**config.mk**
```make
export PLATFORM = sky130hd
export DESIGN_NAME = ahbl_slave_port_flat
export DESIGN_NICKNAME = d
export VERILOG_FILES = /design/src/rtl/ahbl_matrix_pkg.sv /design/src/rtl/ahbl_slave_port_if.sv /design/src/rtl/ahbl_port_arbiter.sv /design/src/rtl/ahbl_slave_port.sv /design/src/flat_wrapper.sv
export SDC_FILE = /design/constraint.sdc
export NUM_CORES = 1
export LEC_CHECK = 0
export ABC_CLOCK_PERIOD_IN_PS = 4000
export BUFFER_PORTS_ARGS = -buffer_cell sky130_fd_sc_hd__buf_2
export CAP_MARGIN = 20
export CORE_AREA = 2 2 157 159
export CTS_CLUSTER_DIAMETER = 80
export CTS_CLUSTER_SIZE = 20
export DETAILED_ROUTE_END_ITERATION = 12
export DIE_AREA = 0 0 159 161
export GPL_ROUTABILITY_DRIVEN = 0
export SLEW_MARGIN = 0
export SYNTH_ARGS = -nofsm -noshare
export SYNTH_HDL_FRONTEND = slang
export SYNTH_SLANG_ARGS = --single-unit
export TNS_END_PERCENT = 50
```
**constraint.sdc**
```tcl
create_clock -name HCLK -period 4 [get_ports HCLK]
set_input_delay 0.8 -clock HCLK [delete_from_list [all_inputs] [get_ports HCLK]]
set_output_delay 0.8 -clock HCLK [all_outputs]
set_load 0.01 [all_outputs]
```
**src/rtl/ahbl_matrix_pkg.sv**
```systemverilog
// Shared AHB-Lite bus-matrix constants, arbitration mode codes and index helpers.
package ahbl_matrix_pkg;

   localparam logic [1:0] TRN_IDLE   = 2'b00;
   localparam logic [1:0] TRN_BUSY   = 2'b01;
   localparam logic [1:0] TRN_NONSEQ = 2'b10;
   localparam logic [1:0] TRN_SEQ    = 2'b11;

   localparam logic [2:0] BRST_SINGLE = 3'b000;
   localparam logic [2:0] BRST_INCR   = 3'b001;
   localparam logic [2:0] BRST_WRAP4  = 3'b010;
   localparam logic [2:0] BRST_INCR4  = 3'b011;
   localparam logic [2:0] BRST_WRAP8  = 3'b100;
   localparam logic [2:0] BRST_INCR8  = 3'b101;
   localparam logic [2:0] BRST_WRAP16 = 3'b110;
   localparam logic [2:0] BRST_INCR16 = 3'b111;

   localparam logic RESP_OKAY  = 1'b0;
   localparam logic RESP_ERROR = 1'b1;

   localparam int ARB_FIXED = 0;
   localparam int ARB_RR    = 1;

   localparam int MAX_MASTERS = 16;

   // Width of a master index; never below one bit so N=1 still has a register.
   function automatic int idx_width(input int n);
      return (n > 1) ? $clog2(n) : 1;
   endfunction

   function automatic logic [MAX_MASTERS-1:0] idx_to_oh(input logic [3:0] idx);
      return MAX_MASTERS'(1) << idx;
   endfunction

   function automatic logic [3:0] oh_to_idx(input logic [MAX_MASTERS-1:0] oh);
      logic [3:0] r;
      r = '0;
      for (int unsigned i = 0; i < MAX_MASTERS; i++) begin
         if (oh[i]) r = 4'(i);
      end
      return r;
   endfunction

endpackage

```
**src/rtl/ahbl_slave_port_if.sv**
```systemverilog
// Bundled master-request and slave-side signals of one bus-matrix slave port.
interface ahbl_slave_port_if #(
   parameter int NUM_MASTERS = 4,
   parameter int ADDR_WIDTH  = 32,
   parameter int DATA_WIDTH  = 32
);
   logic [NUM_MASTERS-1:0]            m_addrsel;
   logic [NUM_MASTERS-1:0]            m_datasel;
   logic [NUM_MASTERS-1:0]            m_prevready;
   logic [NUM_MASTERS*ADDR_WIDTH-1:0] m_haddr;
   logic [NUM_MASTERS*2-1:0]          m_htrans;
   logic [NUM_MASTERS*3-1:0]          m_hsize;
   logic [NUM_MASTERS*3-1:0]          m_hburst;
   logic [NUM_MASTERS-1:0]            m_hwrite;
   logic [NUM_MASTERS-1:0]            m_hmastlock;
   logic [NUM_MASTERS-1:0]            m_burstxfer;
   logic [NUM_MASTERS*DATA_WIDTH-1:0] m_hwdata;
   logic [NUM_MASTERS-1:0]            m_addrready;
   logic [NUM_MASTERS-1:0]            m_dataready;
   logic [NUM_MASTERS-1:0]            m_hresp;

   logic                              s_hsel;
   logic [ADDR_WIDTH-1:0]             s_haddr;
   logic [1:0]                        s_htrans;
   logic [2:0]                        s_hsize;
   logic [2:0]                        s_hburst;
   logic                              s_hwrite;
   logic                              s_hmastlock;
   logic [DATA_WIDTH-1:0]             s_hwdata;
   logic                              s_hready;
   logic                              s_hreadyout;
   logic                              s_hresp;

   logic [NUM_MASTERS-1:0]            addr_owner_o;

   // Port side: the slave-port stage itself.
   modport slave (
      input  m_addrsel, m_datasel, m_prevready, m_haddr, m_htrans, m_hsize, m_hburst,
             m_hwrite, m_hmastlock, m_burstxfer, m_hwdata, s_hreadyout, s_hresp,
      output m_addrready, m_dataready, m_hresp, s_hsel, s_haddr, s_htrans, s_hsize,
             s_hburst, s_hwrite, s_hmastlock, s_hwdata, s_hready, addr_owner_o
   );

   // Environment side: master stages plus the attached slave.
   modport master (
      output m_addrsel, m_datasel, m_prevready, m_haddr, m_htrans, m_hsize, m_hburst,
             m_hwrite, m_hmastlock, m_burstxfer, m_hwdata, s_hreadyout, s_hresp,
      input  m_addrready, m_dataready, m_hresp, s_hsel, s_haddr, s_htrans, s_hsize,
             s_hburst, s_hwrite, s_hmastlock, s_hwdata, s_hready, addr_owner_o
   );
endinterface

```
**src/rtl/ahbl_port_arbiter.sv**
```systemverilog
// Address-phase arbiter: fixed priority or round-robin, with lock/burst hold.
module ahbl_port_arbiter
   import ahbl_matrix_pkg::*;
#(
   parameter int NUM_MASTERS = 4,
   parameter int ARB_MODE    = ARB_RR
) (
   input  logic                   HCLK,
   input  logic                   aresetn,
   input  logic                   advance,
   input  logic                   error,
   input  logic [NUM_MASTERS-1:0] addrsel,
   input  logic [NUM_MASTERS-1:0] hmastlock,
   input  logic [NUM_MASTERS-1:0] burstxfer,
   output logic [NUM_MASTERS-1:0] owner_oh,
   output logic                   owner_valid
);
   localparam int          IW = idx_width(NUM_MASTERS);
   localparam int unsigned NM = NUM_MASTERS;

   logic          hold_q;
   logic [IW-1:0] hold_idx_q;
   logic [IW-1:0] rr_ptr_q;

   logic          fp_found, rr_found;
   logic [IW-1:0] fp_idx, rr_idx, cand_idx;
   logic [IW-1:0] owner_idx;

   // Fixed priority: lowest-index requester.
   always_comb begin
      fp_found = 1'b0;
      fp_idx   = '0;
      for (int unsigned i = 0; i < NM; i++) begin
         if (!fp_found && addrsel[i]) begin
            fp_found = 1'b1;
            fp_idx   = IW'(i);
         end
      end
   end

   // Round-robin: first requester searching upward from rr_ptr_q+1, wrapping.
   always_comb begin
      rr_found = 1'b0;
      rr_idx   = '0;
      cand_idx = '0;
      for (int unsigned k = 1; k <= NM; k++) begin
         cand_idx = IW'((32'(rr_ptr_q) + k) % NM);
         if (!rr_found && addrsel[cand_idx]) begin
            rr_found = 1'b1;
            rr_idx   = cand_idx;
         end
      end
   end

   // Owner selection: a live hold wins, otherwise the configured arbiter.
   always_comb begin
      if (hold_q && addrsel[hold_idx_q]) begin
         owner_valid = 1'b1;
         owner_idx   = hold_idx_q;
      end else if (ARB_MODE == ARB_FIXED) begin
         owner_valid = fp_found;
         owner_idx   = fp_idx;
      end else begin
         owner_valid = rr_found;
         owner_idx   = rr_idx;
      end
   end

   // One-hot owner vector, all-zero when nobody requests.
   always_comb begin
      owner_oh = '0;
      for (int unsigned i = 0; i < NM; i++) begin
         owner_oh[i] = owner_valid && (owner_idx == IW'(i));
      end
   end

   // Arbitration state advances only at an accepted address-phase boundary.
   always_ff @(posedge HCLK or negedge aresetn) begin
      if (!aresetn) begin
         hold_q     <= 1'b0;
         hold_idx_q <= '0;
         rr_ptr_q   <= IW'(NM - 1);
      end else if (advance) begin
         if (owner_valid) rr_ptr_q <= owner_idx;
         hold_q     <= owner_valid && (hmastlock[owner_idx] || burstxfer[owner_idx]) && !error;
         hold_idx_q <= owner_idx;
      end
   end

endmodule

```
**src/rtl/ahbl_slave_port.sv**
```systemverilog
// Slave-side port stage: address mux, data-phase owner tracking, ready/resp routing.
module ahbl_slave_port
   import ahbl_matrix_pkg::*;
#(
   parameter int NUM_MASTERS = 4,
   parameter int ADDR_WIDTH  = 32,
   parameter int DATA_WIDTH  = 32,
   parameter int ARB_MODE    = ARB_RR
) (
   input logic              HCLK,
   input logic              aresetn,
   ahbl_slave_port_if.slave bus
);
   localparam int unsigned NM = NUM_MASTERS;

   logic [NUM_MASTERS-1:0] owner_oh;
   logic                   owner_valid;
   logic [NUM_MASTERS-1:0] data_owner_q;
   logic                   error_q;

   logic [ADDR_WIDTH-1:0]  haddr;
   logic [1:0]             htrans;
   logic [2:0]             hsize, hburst;
   logic                   hwrite, hmastlock;
   logic [DATA_WIDTH-1:0]  hwdata;
   logic [NUM_MASTERS-1:0] addrready, dataready, hresp;

   ahbl_port_arbiter #(
      .NUM_MASTERS (NUM_MASTERS),
      .ARB_MODE    (ARB_MODE)
   ) u_arb (
      .HCLK        (HCLK),
      .aresetn     (aresetn),
      .advance     (bus.s_hreadyout),
      .error       (error_q),
      .addrsel     (bus.m_addrsel),
      .hmastlock   (bus.m_hmastlock),
      .burstxfer   (bus.m_burstxfer),
      .owner_oh    (owner_oh),
      .owner_valid (owner_valid)
   );

   // Data-phase owner and first-ERROR-cycle flag, both retired at the next ready.
   always_ff @(posedge HCLK or negedge aresetn) begin
      if (!aresetn) begin
         data_owner_q <= '0;
         error_q      <= 1'b0;
      end else if (bus.s_hreadyout) begin
         data_owner_q <= owner_oh;
         error_q      <= 1'b0;
      end else if (bus.s_hresp) begin
         error_q      <= 1'b1;
      end
   end

   // Address/control mux from the address owner; IDLE unless its previous phase completed.
   always_comb begin
      haddr     = '0;
      htrans    = TRN_IDLE;
      hsize     = '0;
      hburst    = '0;
      hwrite    = 1'b0;
      hmastlock = 1'b0;
      for (int unsigned i = 0; i < NM; i++) begin
         if (owner_oh[i]) begin
            haddr     = bus.m_haddr[i*ADDR_WIDTH +: ADDR_WIDTH];
            hsize     = bus.m_hsize[i*3 +: 3];
            hburst    = bus.m_hburst[i*3 +: 3];
            hwrite    = bus.m_hwrite[i];
            hmastlock = bus.m_hmastlock[i];
            if (bus.m_prevready[i] || bus.m_datasel[i]) htrans = bus.m_htrans[i*2 +: 2];
         end
      end
   end

   // Write data and response follow the registered data-phase owner.
   always_comb begin
      hwdata = '0;
      hresp  = '0;
      for (int unsigned i = 0; i < NM; i++) begin
         if (data_owner_q[i]) begin
            hwdata   = bus.m_hwdata[i*DATA_WIDTH +: DATA_WIDTH];
            hresp[i] = bus.s_hresp;
         end
      end
   end

   // Per-master ready: stall losers, pass slave ready to owners, idle masters see ready.
   always_comb begin
      addrready = '1;
      dataready = '1;
      for (int unsigned i = 0; i < NM; i++) begin
         if (bus.m_addrsel[i]) addrready[i] = owner_oh[i] && bus.s_hreadyout;
         if (bus.m_datasel[i]) dataready[i] = data_owner_q[i] && bus.s_hreadyout;
      end
   end

   assign bus.s_hsel       = owner_valid;
   assign bus.s_haddr      = haddr;
   assign bus.s_htrans     = htrans;
   assign bus.s_hsize      = hsize;
   assign bus.s_hburst     = hburst;
   assign bus.s_hwrite     = hwrite;
   assign bus.s_hmastlock  = hmastlock;
   assign bus.s_hwdata     = hwdata;
   assign bus.s_hready     = bus.s_hreadyout;
   assign bus.m_hresp      = hresp;
   assign bus.m_addrready  = addrready;
   assign bus.m_dataready  = dataready;
   assign bus.addr_owner_o = owner_oh;

endmodule

```
**src/flat_wrapper.sv**
```systemverilog
// flat-port wrapper written by rule: the top's interface ports become plain ports
module ahbl_slave_port_flat import ahbl_matrix_pkg::*;
#(
   parameter int NUM_MASTERS = 4,
   parameter int ADDR_WIDTH  = 32,
   parameter int DATA_WIDTH  = 32,
   parameter int ARB_MODE    = ARB_RR
)
  (HCLK, aresetn, bus_m_addrsel, bus_m_datasel, bus_m_prevready, bus_m_haddr, bus_m_htrans, bus_m_hsize, bus_m_hburst, bus_m_hwrite, bus_m_hmastlock, bus_m_burstxfer, bus_m_hwdata, bus_s_hreadyout, bus_s_hresp, bus_m_addrready, bus_m_dataready, bus_m_hresp, bus_s_hsel, bus_s_haddr, bus_s_htrans, bus_s_hsize, bus_s_hburst, bus_s_hwrite, bus_s_hmastlock, bus_s_hwdata, bus_s_hready, bus_addr_owner_o);
  ahbl_slave_port_if #(.NUM_MASTERS(NUM_MASTERS), .ADDR_WIDTH(ADDR_WIDTH), .DATA_WIDTH(DATA_WIDTH)) bus_i ();
  input logic HCLK;
  input logic aresetn;
  input wire logic [$bits(bus_i.m_addrsel)-1:0] bus_m_addrsel;
  input wire logic [$bits(bus_i.m_datasel)-1:0] bus_m_datasel;
  input wire logic [$bits(bus_i.m_prevready)-1:0] bus_m_prevready;
  input wire logic [$bits(bus_i.m_haddr)-1:0] bus_m_haddr;
  input wire logic [$bits(bus_i.m_htrans)-1:0] bus_m_htrans;
  input wire logic [$bits(bus_i.m_hsize)-1:0] bus_m_hsize;
  input wire logic [$bits(bus_i.m_hburst)-1:0] bus_m_hburst;
  input wire logic [$bits(bus_i.m_hwrite)-1:0] bus_m_hwrite;
  input wire logic [$bits(bus_i.m_hmastlock)-1:0] bus_m_hmastlock;
  input wire logic [$bits(bus_i.m_burstxfer)-1:0] bus_m_burstxfer;
  input wire logic [$bits(bus_i.m_hwdata)-1:0] bus_m_hwdata;
  input wire logic [$bits(bus_i.s_hreadyout)-1:0] bus_s_hreadyout;
  input wire logic [$bits(bus_i.s_hresp)-1:0] bus_s_hresp;
  output wire logic [$bits(bus_i.m_addrready)-1:0] bus_m_addrready;
  output wire logic [$bits(bus_i.m_dataready)-1:0] bus_m_dataready;
  output wire logic [$bits(bus_i.m_hresp)-1:0] bus_m_hresp;
  output wire logic [$bits(bus_i.s_hsel)-1:0] bus_s_hsel;
  output wire logic [$bits(bus_i.s_haddr)-1:0] bus_s_haddr;
  output wire logic [$bits(bus_i.s_htrans)-1:0] bus_s_htrans;
  output wire logic [$bits(bus_i.s_hsize)-1:0] bus_s_hsize;
  output wire logic [$bits(bus_i.s_hburst)-1:0] bus_s_hburst;
  output wire logic [$bits(bus_i.s_hwrite)-1:0] bus_s_hwrite;
  output wire logic [$bits(bus_i.s_hmastlock)-1:0] bus_s_hmastlock;
  output wire logic [$bits(bus_i.s_hwdata)-1:0] bus_s_hwdata;
  output wire logic [$bits(bus_i.s_hready)-1:0] bus_s_hready;
  output wire logic [$bits(bus_i.addr_owner_o)-1:0] bus_addr_owner_o;
  assign bus_i.m_addrsel = bus_m_addrsel;
  assign bus_i.m_datasel = bus_m_datasel;
  assign bus_i.m_prevready = bus_m_prevready;
  assign bus_i.m_haddr = bus_m_haddr;
  assign bus_i.m_htrans = bus_m_htrans;
  assign bus_i.m_hsize = bus_m_hsize;
  assign bus_i.m_hburst = bus_m_hburst;
  assign bus_i.m_hwrite = bus_m_hwrite;
  assign bus_i.m_hmastlock = bus_m_hmastlock;
  assign bus_i.m_burstxfer = bus_m_burstxfer;
  assign bus_i.m_hwdata = bus_m_hwdata;
  assign bus_i.s_hreadyout = bus_s_hreadyout;
  assign bus_i.s_hresp = bus_s_hresp;
  assign bus_m_addrready = bus_i.m_addrready;
  assign bus_m_dataready = bus_i.m_dataready;
  assign bus_m_hresp = bus_i.m_hresp;
  assign bus_s_hsel = bus_i.s_hsel;
  assign bus_s_haddr = bus_i.s_haddr;
  assign bus_s_htrans = bus_i.s_htrans;
  assign bus_s_hsize = bus_i.s_hsize;
  assign bus_s_hburst = bus_i.s_hburst;
  assign bus_s_hwrite = bus_i.s_hwrite;
  assign bus_s_hmastlock = bus_i.s_hmastlock;
  assign bus_s_hwdata = bus_i.s_hwdata;
  assign bus_s_hready = bus_i.s_hready;
  assign bus_addr_owner_o = bus_i.addr_owner_o;
  ahbl_slave_port #(.NUM_MASTERS(NUM_MASTERS), .ADDR_WIDTH(ADDR_WIDTH), .DATA_WIDTH(DATA_WIDTH), .ARB_MODE(ARB_MODE)) u_core (.HCLK(HCLK), .aresetn(aresetn), .bus(bus_i));
endmodule
```
==> impl_results.md <==
- Routed vias/inst: 4.25
- Syn_nets: approximately 670
- Die area: approximately 26000 µm²
- Clk_skew: around 0.0026 ns
- Area contributors post-synth: mux4_2 31%, o21ai_0 12%, a221o_1 11%
- CTS buffer count: 3
- Post-synthesis cell area: just under 3000 µm²
- Fill count: 2685
- Initial antenna violation count: 0
- Site row count: 57
- Synth cell types: 37
- Outcome: complete, no violations
- Most area-hungry cell type in the Yosys netlist: mux4_2
- Initial Util: 0.123
- WL per Instance: 17.3 µm
- Met2 WL: 8900 µm
- CTS Root Cell: clkbuf_16
- Worst setup EP type: output pin
- Critical Path Start: bus_m_addrsel[0]
- CTS clk-pin slew, worst paths: around 0.04 ns
- Largest net degree at the start of global routing: 49
- Data arrival, critical path: roughly 3 ns
- DRC violations left: 0
- Die H: between 150 and 200 µm
- Static Leak: between 2 and 3 nW
- Crit path to: bus_s_haddr[17]
- DR vias: 4544
- Register area share after synthesis: 0.0859
- Worst r2r src: u_core.u_arb.rr_ptr_q[1]$_DFFE_PN1P_
- Die extent in x: 159 µm
- Share of layout cells above drive strength 1: 0.641
- RR Endpoint: u_core.u_arb.hold_q$_DFFE_PN0P_
- Routed length on met3: ~1700 µm
- GRT Total Usage: 0.129
- First-pass GRT wire length: 26200 µm
- GRT overflow: 0
- Setup TNS: 0 ns
- # Max-Cap Violations: 0
- Pwr per Cell Area: around 650 nW/µm²
- Final ANT Viol Nets: 0
- CP Max Fanout: 23
- Area growth, synth to finish: 85.2%
- Final setup violating endpoints: 0
- Io pins: roughly 410
- Share of the synthesized area in the top cell type: 0.306
- Worst Path Required: between 3 and 4 ns
- CORE AREA: 24000 µm²
- Syn Area/Cell: 8.22 µm²
- IO buf count: 407
- CTS tree: done
- Final wirelength: 18500 µm
- Fin. Hold Viols: 0
- Worst skew pair latency: roughly 0.23 ns
- Hold Crit Class: in -> async
- Worst VDD drop: roughly 370 µV
- Min Tclk post-route: ~3.8 ns
- Final period util: 0.948
- WHS: 0.423 ns
- Worst reg-to-reg setup slack: between 1 and 1.5 ns
- Drt first pass iters: 6
- Fmax: 264 MHz
- Worst Setup Path Type: in -> out
- DRT iter0 DRCs: between 300 and 400
- Hpwl dp: ~15000 µm
- Nets: 1061
- Met1 WL: slightly below 8000 µm
- Syn Inst Count: 358
- Total number of yosys warnings: 0
- Max clock buf depth: 2
- Worst setup SP type: input pin
- R2r worst-path depth: 7
- Slew headroom: 0.353
- Flops & latches, synth: 10
- Slew Limit Fails: 0
- Worst Max-Slew Pin Slew: roughly 0.97 ns
- H-tree Lvls: 1
- Sinks on the clock net: 10
- N_diodes: 0
- Vias in the first global route: ~4400
- DR top layer: met4
==> worst max-delay path: stages <==
cell     delay (ns)
buf_2          0.17
nor3b_1        0.21
a21oi_1        0.06
o221a_1        0.26
o41ai_4        0.34
buf_4          0.18
buf_8          0.25
mux4_2         0.55
buf_2          0.16
==> repair_timing <==
item,4_1_cts,5_1_grt
hold buffers,0,0
resized for setup,0,3
setup endpoints to repair,0,29
buffers inserted,0,2
==> report_power, final <==
part | leakage, nW | total (W) | switching, W | internal [W]
logic | 2.54 | 0.00307 | 0.00157 | 0.00150
clock network | 0.0442 | 0.000196 | 0.0000455 | 0.000150
registers | 0.120 | 0.000261 | 0.000112 | 0.000148
==> sequential cells by signal, indices dropped and copies added (netlist names) <==
| name | count |
|---|---|
| u_core.data_owner_q | 4 |
| u_core.error_q | 1 |
| u_core.u_arb.hold_q | 1 |
| u_core.u_arb.rr_ptr_q | 2 |
| u_core.u_arb.hold_idx_q | 2 |
==> layer usage <==
layer,vias up,global-route usage
li1,2148,-
met4,0,0.0161
met1,2144,0.176
met3,14,0.0360
met2,238,0.207
met5,-,0.0246
==> through the flow <==
stage	cells	util	power (W)	worst slack, ns	area (µm²)
2_1_floorplan	358	-	0.00220	0.452	2940
3_3_place_gp	1061	0.222	0.00324	0.203	5330
3_5_place_dp	1061	0.222	0.00327	0.127	5330
4_1_cts	1065	0.226	0.00349	0.125	5420
5_1_grt	1068	0.227	0.00382	-0.0000835	5450
6_report	1068	0.227	0.00353	0.209	5450
==> kinds of logic after synthesis <==
| family | after synthesis | synth area share |
|---|---|---|
| muxes | 47 | 0.330 |
| buffers and inverters | 49 | 0.0812 |
| AOI/OAI and AO/OA | 124 | 0.284 |
| DFF | 10 | 0.0859 |
| and+or+nand+nor | 128 | 0.219 |
==> layout by cell type, fill, tap and decap left out, drive strengths merged <==
cell,Yosys,layout
a211o,2,2
a21boi,2,2
a21oi,5,5
a221o,31,31
a22oi,1,1
a311o,1,1
a311oi,1,1
and2,6,6
and3,1,1
buf,11,423
clkbuf,31,5
dfrtp,8,8
dfstp,2,2
inv,7,7
mux2,1,1
mux2i,6,6
mux4,40,40
nand2,52,52
nand3,2,2
nand3b,2,2
nor2,12,12
nor2b,43,43
nor3,4,4
nor3b,2,2
nor4,3,3
o211ai,4,4
o21a,1,1
o21ai,72,72
o221a,1,1
o22ai,1,1
o32ai,1,1
o41ai,1,1
or2,1,1
==> synth_stat cells (all sizes together) <==
| cell | number |
|---|---|
| nand2 | 52 |
| a311oi | 1 |
| nor3 | 4 |
| o21a | 1 |
| clkbuf | 31 |
| and3 | 1 |
| o41ai | 1 |
| nor3b | 2 |
| a21oi | 5 |
| o32ai | 1 |
| inv | 7 |
| nor2b | 43 |
| a221o | 31 |
| nor2 | 12 |
| o22ai | 1 |
| and2 | 6 |
| mux4 | 40 |
| nand3b | 2 |
| a211o | 2 |
| mux2i | 6 |
| a311o | 1 |
| o211ai | 4 |
| a22oi | 1 |
| nor4 | 3 |
| dfrtp | 8 |
| mux2 | 1 |
| dfstp | 2 |
| or2 | 1 |
| o221a | 1 |
| buf | 11 |
| o21ai | 72 |
| a21boi | 2 |
| nand3 | 2 |
==> area by class of cell <==
type | count | area [µm²] | area share
Tap cell | 324 | 405 | 0.0744
Inverter | 7 | 26.3 | 0.00482
Timing Repair Buffer | 424 | 2200 | 0.404
Multi-Input combinational cell | 299 | 2470 | 0.454
Sequential cell | 10 | 254 | 0.0466
Clock buffer | 4 | 88.8 | 0.0163
==> worst min-delay path by stage <==
stage                                                   to  slack [ns]  cells after the start                            startpoint
floorplan                  u_core.u_arb.hold_q$_DFFE_PN0P_        0.45                      1            u_core.error_q$_DFFE_PN0P_
global placement      u_core.u_arb.rr_ptr_q[0]$_DFFE_PN1P_        0.49                      2  u_core.u_arb.rr_ptr_q[0]$_DFFE_PN1P_
detailed placement    u_core.u_arb.rr_ptr_q[0]$_DFFE_PN1P_        0.50                      2  u_core.u_arb.rr_ptr_q[0]$_DFFE_PN1P_
CTS                 u_core.u_arb.hold_idx_q[1]$_DFFE_PN0P_        0.42                      1                               aresetn
global route        u_core.u_arb.hold_idx_q[1]$_DFFE_PN0P_        0.43                      1                               aresetn
finish                  u_core.data_owner_q[0]$_DFFE_PN0P_        0.42                      1                               aresetn
(Power assumes the default switching activity.)
